**config.mk**
```make
export PLATFORM = sky130hd
export DESIGN_NAME = funct_generator_fifo_reader_flat
export DESIGN_NICKNAME = d
export VERILOG_FILES = /design/src/rtl/funct_generator_fifo_reader_if.sv /design/src/rtl/funct_generator_fifo_reader.sv /design/src/flat_wrapper.sv
export SDC_FILE = /design/constraint.sdc
export NUM_CORES = 1
export LEC_CHECK = 0
export BUFFER_PORTS_ARGS = -buffer_cell sky130_fd_sc_hd__buf_2
export CAP_MARGIN = 20
export CORE_MARGIN = 8
export CORE_UTILIZATION = 35
export DETAILED_ROUTE_END_ITERATION = 6
export PLACE_DENSITY = 0.64
export SLEW_MARGIN = 20
export SYNTH_ARGS = -nofsm -noshare
export SYNTH_HDL_FRONTEND = slang
export SYNTH_SLANG_ARGS = --single-unit
```
**constraint.sdc**
```tcl
create_clock -name clk -period 2.1 [get_ports clk]
set_clock_uncertainty 0.15 [all_clocks]
set_input_delay 0.42 -clock clk [delete_from_list [all_inputs] [get_ports clk]]
set_output_delay 0.42 -clock clk [all_outputs]
set_load 0.01 [all_outputs]
```
**src/rtl/funct_generator_fifo_reader_if.sv**
```systemverilog
// FIFO-side and DAC-side signal bundle of the sample FIFO reader.
// master drives control/FIFO inputs, slave is the reader itself.
interface funct_generator_fifo_reader_if #(
  parameter int DATA_WIDTH = 16,
  parameter int DIV_WIDTH  = 8,
  parameter int CNT_WIDTH  = 16
);
  logic                  en_i;
  logic [DIV_WIDTH-1:0]  clk_div_i;
  logic                  fifo_empty_i;
  logic [DATA_WIDTH-1:0] fifo_data_i;
  logic                  fifo_rd_en_o;
  logic                  dac_csn_o;
  logic                  dac_sclk_o;
  logic                  dac_sdata_o;
  logic                  busy_o;
  logic                  underrun_o;
  logic [CNT_WIDTH-1:0]  frame_cnt_o;

  modport master (
    output en_i, clk_div_i, fifo_empty_i, fifo_data_i,
    input  fifo_rd_en_o, dac_csn_o, dac_sclk_o, dac_sdata_o,
    input  busy_o, underrun_o, frame_cnt_o
  );

  modport slave (
    input  en_i, clk_div_i, fifo_empty_i, fifo_data_i,
    output fifo_rd_en_o, dac_csn_o, dac_sclk_o, dac_sdata_o,
    output busy_o, underrun_o, frame_cnt_o
  );
endinterface

```
**src/rtl/funct_generator_fifo_reader.sv**
```systemverilog
// Pops samples from the generator FIFO and shifts them MSB-first
// onto a csn/sclk/sdata DAC link at a programmable bit rate.
module funct_generator_fifo_reader #(
  parameter int DATA_WIDTH = 16,
  parameter int DIV_WIDTH  = 8,
  parameter int CNT_WIDTH  = 16
) (
  input logic clk,
  input logic rst,
  funct_generator_fifo_reader_if.slave bus
);
  localparam int HPW = $clog2(2 * DATA_WIDTH);
  localparam logic [HPW-1:0] HP_LAST = HPW'(2 * DATA_WIDTH - 1);
  localparam logic [HPW-1:0] HP_ONE = HPW'(1);
  localparam logic [DIV_WIDTH-1:0] DIV_ONE = DIV_WIDTH'(1);
  localparam logic [CNT_WIDTH-1:0] CNT_ONE = CNT_WIDTH'(1);

  typedef enum logic [2:0] {
    IDLE, POP, LOAD, SHIFT, GAP
  } state_t;

  state_t state, state_n;

  logic [DATA_WIDTH-1:0] shreg;
  logic [DIV_WIDTH-1:0]  h_q;
  logic [DIV_WIDTH-1:0]  div_cnt;
  logic [HPW-1:0]        hp_cnt;
  logic [CNT_WIDTH-1:0]  frames;
  logic                  sclk_q;
  logic                  under_q;
  logic                  div_done;
  logic                  hp_last;
  logic                  start_ok;

  // h_q holds H-1, so a half-period spans div_cnt = 0..h_q
  assign div_done = (div_cnt == h_q);
  assign hp_last  = (hp_cnt == HP_LAST);
  assign start_ok = bus.en_i && !bus.fifo_empty_i;

  always_ff @(posedge clk or posedge rst) begin
    if (rst) state <= IDLE;
    else     state <= state_n;
  end

  always_comb begin
    state_n = state;
    unique case (state)
      IDLE:  if (start_ok) state_n = POP;
      POP:   state_n = LOAD;
      LOAD:  state_n = SHIFT;
      SHIFT: if (div_done && hp_last) state_n = GAP;
      GAP:
        if (div_done) state_n = start_ok ? POP : IDLE;
      default: state_n = IDLE;
    endcase
  end

  always_ff @(posedge clk or posedge rst) begin
    if (rst) begin
      shreg   <= '0;
      h_q     <= '0;
      div_cnt <= '0;
      hp_cnt  <= '0;
      frames  <= '0;
      sclk_q  <= 1'b0;
      under_q <= 1'b0;
    end else begin
      unique case (state)
        IDLE:
          if (!bus.en_i) under_q <= 1'b0;
        LOAD: begin
          shreg   <= bus.fifo_data_i;
          h_q     <= bus.clk_div_i;
          div_cnt <= '0;
          hp_cnt  <= '0;
          sclk_q  <= 1'b0;
        end
        SHIFT:
          if (div_done) begin
            div_cnt <= '0;
            hp_cnt  <= hp_cnt + HP_ONE;
            sclk_q  <= ~sclk_q;
            if (sclk_q)
              shreg <= {shreg[DATA_WIDTH-2:0], 1'b0};
            if (hp_last) begin
              sclk_q <= 1'b0;
              frames <= frames + CNT_ONE;
            end
          end else begin
            div_cnt <= div_cnt + DIV_ONE;
          end
        GAP:
          if (div_done) begin
            div_cnt <= '0;
            if (bus.en_i && bus.fifo_empty_i)
              under_q <= 1'b1;
          end else begin
            div_cnt <= div_cnt + DIV_ONE;
          end
        default: ;
      endcase
    end
  end

  assign bus.fifo_rd_en_o = (state == POP);
  assign bus.dac_csn_o    = (state != SHIFT);
  assign bus.dac_sclk_o   = sclk_q;
  assign bus.dac_sdata_o  = (state == SHIFT) && shreg[DATA_WIDTH-1];
  assign bus.busy_o       = (state != IDLE);
  assign bus.underrun_o   = under_q;
  assign bus.frame_cnt_o  = frames;
endmodule

```
**src/flat_wrapper.sv**
```systemverilog
// flat-port wrapper written by rule: the top's interface ports become plain ports
module funct_generator_fifo_reader_flat 
#(
  parameter int DATA_WIDTH = 16,
  parameter int DIV_WIDTH  = 8,
  parameter int CNT_WIDTH  = 16
)
  (clk, rst, bus_en_i, bus_clk_div_i, bus_fifo_empty_i, bus_fifo_data_i, bus_fifo_rd_en_o, bus_dac_csn_o, bus_dac_sclk_o, bus_dac_sdata_o, bus_busy_o, bus_underrun_o, bus_frame_cnt_o);
  funct_generator_fifo_reader_if #(.DATA_WIDTH(DATA_WIDTH), .DIV_WIDTH(DIV_WIDTH), .CNT_WIDTH(CNT_WIDTH)) bus_i ();
  input logic clk;
  input logic rst;
  input wire logic [$bits(bus_i.en_i)-1:0] bus_en_i;
  input wire logic [$bits(bus_i.clk_div_i)-1:0] bus_clk_div_i;
  input wire logic [$bits(bus_i.fifo_empty_i)-1:0] bus_fifo_empty_i;
  input wire logic [$bits(bus_i.fifo_data_i)-1:0] bus_fifo_data_i;
  output wire logic [$bits(bus_i.fifo_rd_en_o)-1:0] bus_fifo_rd_en_o;
  output wire logic [$bits(bus_i.dac_csn_o)-1:0] bus_dac_csn_o;
  output wire logic [$bits(bus_i.dac_sclk_o)-1:0] bus_dac_sclk_o;
  output wire logic [$bits(bus_i.dac_sdata_o)-1:0] bus_dac_sdata_o;
  output wire logic [$bits(bus_i.busy_o)-1:0] bus_busy_o;
  output wire logic [$bits(bus_i.underrun_o)-1:0] bus_underrun_o;
  output wire logic [$bits(bus_i.frame_cnt_o)-1:0] bus_frame_cnt_o;
  assign bus_i.en_i = bus_en_i;
  assign bus_i.clk_div_i = bus_clk_div_i;
  assign bus_i.fifo_empty_i = bus_fifo_empty_i;
  assign bus_i.fifo_data_i = bus_fifo_data_i;
  assign bus_fifo_rd_en_o = bus_i.fifo_rd_en_o;
  assign bus_dac_csn_o = bus_i.dac_csn_o;
  assign bus_dac_sclk_o = bus_i.dac_sclk_o;
  assign bus_dac_sdata_o = bus_i.dac_sdata_o;
  assign bus_busy_o = bus_i.busy_o;
  assign bus_underrun_o = bus_i.underrun_o;
  assign bus_frame_cnt_o = bus_i.frame_cnt_o;
  funct_generator_fifo_reader #(.DATA_WIDTH(DATA_WIDTH), .DIV_WIDTH(DIV_WIDTH), .CNT_WIDTH(CNT_WIDTH)) u_core (.clk(clk), .rst(rst), .bus(bus_i));
endmodule
```
==> results.sh, run 1 <==
export IMPL_p_leak_nw=1.67
export IMPL_gp_congestion=0.794
export IMPL_r2r_cells=7
export IMPL_r2r_start="u_core.h_q[4]"
export IMPL_hpwl_microns=4510
export IMPL_worst_slew_pin_slew_ns=0.545
export IMPL_dp_cells=431
export IMPL_insertion_delay_ns=0.33
export IMPL_min_path_cells=3
export IMPL_numCtsBuffers=9
export IMPL_wirelength_microns=6410
export IMPL_multiInputGateArea_sq_um=1290
export IMPL_fill_cells=745
export IMPL_syn_area_sq_um=2800
export IMPL_synthFlopType="dfrtp_1"
export IMPL_critPathKind="reg2reg"
export IMPL_setup_violations=0
export IMPL_first_global_vias=2246
export IMPL_crit_required_ns=2.17
export IMPL_finalHoldViolCount=0
export IMPL_relSlewSlack_pct=63.7
export IMPL_clock_fmax_ghz=0.489
export IMPL_drt_first_pass_iters=4
export IMPL_nNetsFinal=376
export IMPL_period_minus_slack_ns=2.05
export IMPL_peakVddDrop_uv=369
export IMPL_syn_area_per_cell_sq_um=10.4
export IMPL_rsz0062_at_grt="yes"
export IMPL_synth_top_cell_by_area="dfrtp_1"
export IMPL_synth_compound_area_share_pct=15.0
export IMPL_grt_overflow_total=0
export IMPL_start_util_pct=36.2
export IMPL_status="completed"
export IMPL_htreeDepth=3
export IMPL_ff_latch_area_sq_um=1450
export IMPL_ys_seq_elements=58
export IMPL_grt_max_degree=59
export IMPL_synth_top_area_share_pct=51.9
export IMPL_stdcell_count=450
export IMPL_drc_errors=0
export IMPL_ff2ff_setup_slack_ns=0.05
export IMPL_wl_per_cell_microns=14.2
export IMPL_synthAdderAreaFrac_pct=1.79
export IMPL_synth_top_family_by_area="simple AND/OR/NAND/NOR gates"
export IMPL_yosysSeqAreaShare_pct=51.9
export IMPL_start_kind="flip-flop"
export IMPL_hp_start="bus_clk_div_i[0]"
export IMPL_fin_area_sq_um=3510
export IMPL_drive_gt1_share_pct=29.0
export IMPL_synthMuxAreaShare_pct=0.403
export IMPL_cts_tree="yes"
export IMPL_vias_per_cell=5.00
export IMPL_ys_types=43
export IMPL_synth_nets=302
export IMPL_min_to="u_core.h_q[0]"
export IMPL_synth_xor_area_share_pct=8.14
export IMPL_die_w_microns=105
export IMPL_ys_top_cells_by_area="dfrtp_1 52%, nand2_1 5.9%, xnor2_1 5.3%, o22a_1 4.7%, o21a_1 4.0%"
export IMPL_pin_count=50
export IMPL_io_buffers=49
export IMPL_area_growth_pct=25.7
export IMPL_yosysWarnings=0
export IMPL_num_rows=32
export IMPL_track_usage_pct=12.3
export IMPL_async_flop_share_pct=100
export IMPL_pwr_density_cell_nw_per_um2=798
export IMPL_grt_antenna_before_repair=0
export IMPL_die_y_microns=105
export IMPL_root_buffer="clkbuf_8"
export IMPL_cts_max_path_buffers=2
export IMPL_final_antenna_net_count=0
export IMPL_clock_sinks=58
export IMPL_diodes=0
export IMPL_critPathCaptureType="flip-flop"
export IMPL_drt_iter0_drc=110
export IMPL_vias=2250
export IMPL_synth_edf_count=0
export IMPL_grt_pass1_wl_microns=10900
export IMPL_clk_pin_slew_ns=0.06
export IMPL_finalCritPeriodShare_pct=97.4
export IMPL_hold_slack_ns=0.125
export IMPL_slew_violations=0
export IMPL_critPathArrivalTime_ns=2.12
export IMPL_core_area_sq_um=7730
export IMPL_synth_simple_area_share_pct=20.3
export IMPL_syn_instance_count=270
export IMPL_hold_class="in2reg"
export IMPL_placed_cell_area_sq_um=3300
export IMPL_cp_max_fo=16
export IMPL_r2r_end="u_core.shreg[12]"
export IMPL_synth_common_cells="58 x dfrtp_1, 44 x nand2_1, 18 x nand3_1, 17 x xnor2_1"
export IMPL_die_area_sq_um=11100
export IMPL_drv_cap=0
export IMPL_synth_most_common_cell="dfrtp_1"
[layer usage]
metal	GRT usage (%)	wire length, microns
met5	0	0
met4	4.59	78
met3	7.37	612
met2	17.0	2710
met1	15.2	3000
[registers in the layout, summed over array words and instances, names as in the netlist]
name                    flops
u_core.hp_cnt               5
u_core.bus.underrun_o       1
u_core.shreg               16
u_core.bus.dac_sclk_o       1
u_core.state                3
u_core.div_cnt              8
u_core.h_q                  8
u_core.bus.frame_cnt_o     16
[timing repair]
action / CTS / global route
gates cloned: 0 / 0
hold buffers: 1 / 0
pin swaps: 0 / 1
buffers inserted: 2 / 1
resized for setup: 1 / 7
setup endpoints to repair: 1 / 14
endpoints found under the hold margin: 57 / 0
[cell usage in the layout (no fill, tap or decap), types with 2 or more instances in the layout]
master,count
dfrtp_1,58
buf_2,49
nand2_1,43
buf_4,23
nand3_1,18
xnor2_1,17
o22a_1,15
o21a_1,15
o21ai_0,12
clkbuf_8,11
xor2_1,9
nor2_1,8
nand4_1,7
and3_1,5
and2_1,4
inv_1,3
ha_1,3
clkinv_2,3
or2_2,2
nor4_4,2
nor3b_1,2
nand3b_1,2
nor3_1,2
a31oi_1,2
o211ai_1,2
o31ai_1,2
or4_1,2
[worst max-delay path, cell delays in order, from the launching register on]
cell and delay, ns:
dfrtp_1 0.40, xor2_1 0.20, nor4_4 0.39, buf_4 0.18, nand4_2 0.14, buf_6 0.20
o22a_1 0.19, o21a_1 0.10
[final cells by class]
cell class,instances,area share (%)
clock buffers,12,4.41
repair buffers,75,13.1
inverters,5,0.534
multi-input cells,195,36.6
well taps,102,3.63
clock inverters,3,0.427
flip-flops and latches,58,41.3
[worst max path at each step]
stage,start,to
CTS,u_core.h_q[5],u_core.hp_cnt[3]
global route,u_core.h_q[4],u_core.shreg[10]
finish,u_core.h_q[4],u_core.shreg[12]
global placement,u_core.div_cnt[6],u_core.bus.dac_sclk_o
floorplan,rst,u_core.bus.dac_sclk_o
detailed placement,u_core.h_q[5],u_core.bus.dac_sclk_o
[kinds of logic after synthesis]
| logic type | after synthesis |
|---|---|
| muxes | 1 |
| buffers and inverters | 17 |
| adders and majority gates | 4 |
| DFF | 58 |
| AOI/OAI and AO/OA | 57 |
| xor gates and xnor gates | 26 |
| and+or+nand+nor | 107 |
[where the power goes]
part           internal [mW]  leakage (nW)  switching (mW)
clock                  0.480        0.0920           0.417
sequential              1.24         0.723           0.117
combinational          0.274         0.855           0.272
[per-stage QoR]
step	setup TNS, ns	utilization (%)	worst slack [ns]	power, mW
6_report	0	45.5	0.0541	2.80
3_5_place_dp	0	42.6	0.0905	1.92
2_1_floorplan	0	-	0.102	1.72
4_1_cts	0	45.2	0.0736	2.83
5_1_grt	-0.628	45.5	-0.0642	2.98
3_3_place_gp	0	42.6	0.138	1.90
No activity file was read; power rests on OpenSTA's default activity.
==> run 2: changes to the inputs <==
Settings changed: REMOVE_ABC_BUFFERS set to 1.
==> run 2 against run 1 <==
  * Clock power is 1% lower
  * Combinational power is 6.2% higher
  * Critical endpoint is now bus_dac_sdata_o
  * Die area stayed put
  * First-iteration DRC count is 44% lower
  * Sequential share of layout area is 0.48 points lower
==> results.sh, run 2 (synthesized netlist as in run 1, its figures left out) <==
export IMPL_pwr_density_cell_nw_per_um2=795
export IMPL_die_area_sq_um=11100
export IMPL_p_clk_share_pct=31.4
export IMPL_clock_sinks=58
export IMPL_cts_tree="yes"
export IMPL_drv_cap=0
export IMPL_die_y_microns=105
export IMPL_grt_pass1_wl_microns=11100
export IMPL_pin_count=50
export IMPL_fin_tns_setup_ns=0
export IMPL_area_growth_pct=27.4
export IMPL_drc_errors=0
export IMPL_drt_iter0_drc=62
export IMPL_r2r_end="u_core.hp_cnt[3]"
export IMPL_finalCritPeriodShare_pct=96.3
export IMPL_switching_share_pct=29.4
export IMPL_r2r_cells=5
export IMPL_hold_slack_ns=0.121
export IMPL_wl_per_cell_microns=14.3
export IMPL_layout_commonest_cell="dfrtp_1"
export IMPL_vias_per_cell=4.95
export IMPL_period_minus_slack_ns=2.02
export IMPL_placed_cell_area_sq_um=3320
export IMPL_clock_fmax_ghz=0.495
export IMPL_layout_common_cells="56 x dfrtp_1, 49 x buf_2, 42 x nand2_1"
export IMPL_grt_max_degree=59
export IMPL_wirelength_microns=6520
export IMPL_core_area_sq_um=7730
export IMPL_fin_area_sq_um=3560
export IMPL_track_usage_pct=12.3
export IMPL_ff2ff_setup_slack_ns=0.10
export IMPL_start_kind="flip-flop"
export IMPL_cts_max_path_buffers=2
export IMPL_switchingPower_uw=832
export IMPL_p_leak_nw=1.69
export IMPL_fill_cells=738
export IMPL_grt_overflow_total=0
export IMPL_root_buffer="clkbuf_8"
export IMPL_final_antenna_net_count=0
export IMPL_slew_violations=0
export IMPL_start_util_pct=36.2
export IMPL_drt_first_pass_iters=5
export IMPL_share_seq_of_total_power_pct=48.1
export IMPL_vias=2252
export IMPL_worstSetupEndpoint="bus_dac_sdata_o"
export IMPL_r2r_start="u_core.div_cnt[2]"
export IMPL_finalHoldViolCount=0
export IMPL_cp_max_fo=6
export IMPL_critPathKind="reg2out"
export IMPL_gp_congestion=0.791
export IMPL_grt_antenna_before_repair=0
export IMPL_critPathArrivalTime_ns=1.45
export IMPL_crit_required_ns=1.53
export IMPL_relSlewSlack_pct=75.7
export IMPL_hold_class="in2reg"
export IMPL_internal_power_mw=2.00
export IMPL_critPathLaunch="u_core.state[1]"
export IMPL_p_total_mw=2.83
export IMPL_dp_cells=431
export IMPL_die_w_microns=105
export IMPL_htreeDepth=3
export IMPL_num_rows=32
export IMPL_hpwl_microns=4560
export IMPL_first_global_vias=2391
export IMPL_nNetsFinal=380
export IMPL_stdcell_count=455
export IMPL_peakVddDrop_uv=473
export IMPL_rsz0062_at_grt="yes"
export IMPL_insertion_delay_ns=0.34
export IMPL_drive_gt1_share_pct=30.0
export IMPL_clk_pin_slew_ns=0.06
export IMPL_critPathCaptureType="output pin"
export IMPL_worst_slew_pin_slew_ns=0.365
export IMPL_status="completed"
export IMPL_io_buffers=49
export IMPL_setup_violations=0
export IMPL_combPwrFrac_pct=20.5
export IMPL_diodes=0
export IMPL_numCtsBuffers=9
## run 2: routing by layer
metal | part of all wire, % | GRT usage [%] | up-vias
li1 | - | - | 1113
met1 | 49 | 15.2 | 1061
met2 | 41 | 17.8 | 66
met3 | 8.0 | 5.60 | 12
met4 | 1.8 | 6.22 | 0
met5 | 0 | 0 | -
## run 2: what timing repair did
| action | in CTS | in global routing |
|---|---|---|
| buffers inserted | 2 | 5 |
| endpoints found under the hold margin | 58 | 0 |
| resized for setup | 1 | 7 |
| hold buffers | 1 | 0 |
| endpoints found under the setup margin | 1 | 19 |
| pin swaps | 1 | 3 |
## run 2: power groups by stage
stage | logic, mW | registers (mW) | clock network, mW
floorplan | 0.345 | 1.38 | 0
global placement | 0.520 | 1.38 | 0
detailed placement | 0.527 | 1.38 | 0
CTS | 0.531 | 1.37 | 0.924
global route | 0.654 | 1.38 | 0.965
finish | 0.580 | 1.36 | 0.888
## run 2: how the worst min path moves through the flow
| stage | cells past startpoint | end | startpoint | slack [ns] |
|---|---|---|---|---|
| after detailed placement | 1 | u_core.shreg[8] | u_core.shreg[8] | 0.33 |
| after global routing | 3 | u_core.h_q[6] | bus_clk_div_i[6] | 0.12 |
| after floorplan | 1 | u_core.shreg[15] | u_core.shreg[15] | 0.31 |
| final | 3 | u_core.h_q[7] | bus_clk_div_i[7] | 0.12 |
| after CTS | 3 | u_core.h_q[7] | bus_clk_div_i[7] | 0.10 |
| after global placement | 1 | u_core.shreg[15] | u_core.shreg[15] | 0.32 |
## run 2: critical path: stages (launching register included)
cell and delay (ns):
dfrtp_2 0.44, and3b_2 0.26, buf_4 0.14, and2_1 0.14
buf_2 0.14
## run 2: final cells by class
type	instances	area (sq um)	share of cell area [%]
sequential	58	1450	40.8
multi-input combinational	195	1290	36.1
timing repair buffer	79	510	14.3
clock buffer	13	149	4.18
tap	102	128	3.58
inverter	5	18.8	0.527
clock inverter	3	15.0	0.421
## run 2: stage by stage
step           util, %  setup WS (ns)
2_1_floorplan        -         0.0603
3_3_place_gp      43.0          0.110
3_5_place_dp      43.0         0.0408
4_1_cts           45.4         0.0144
5_1_grt           46.1        -0.0121
6_report          46.1         0.0781
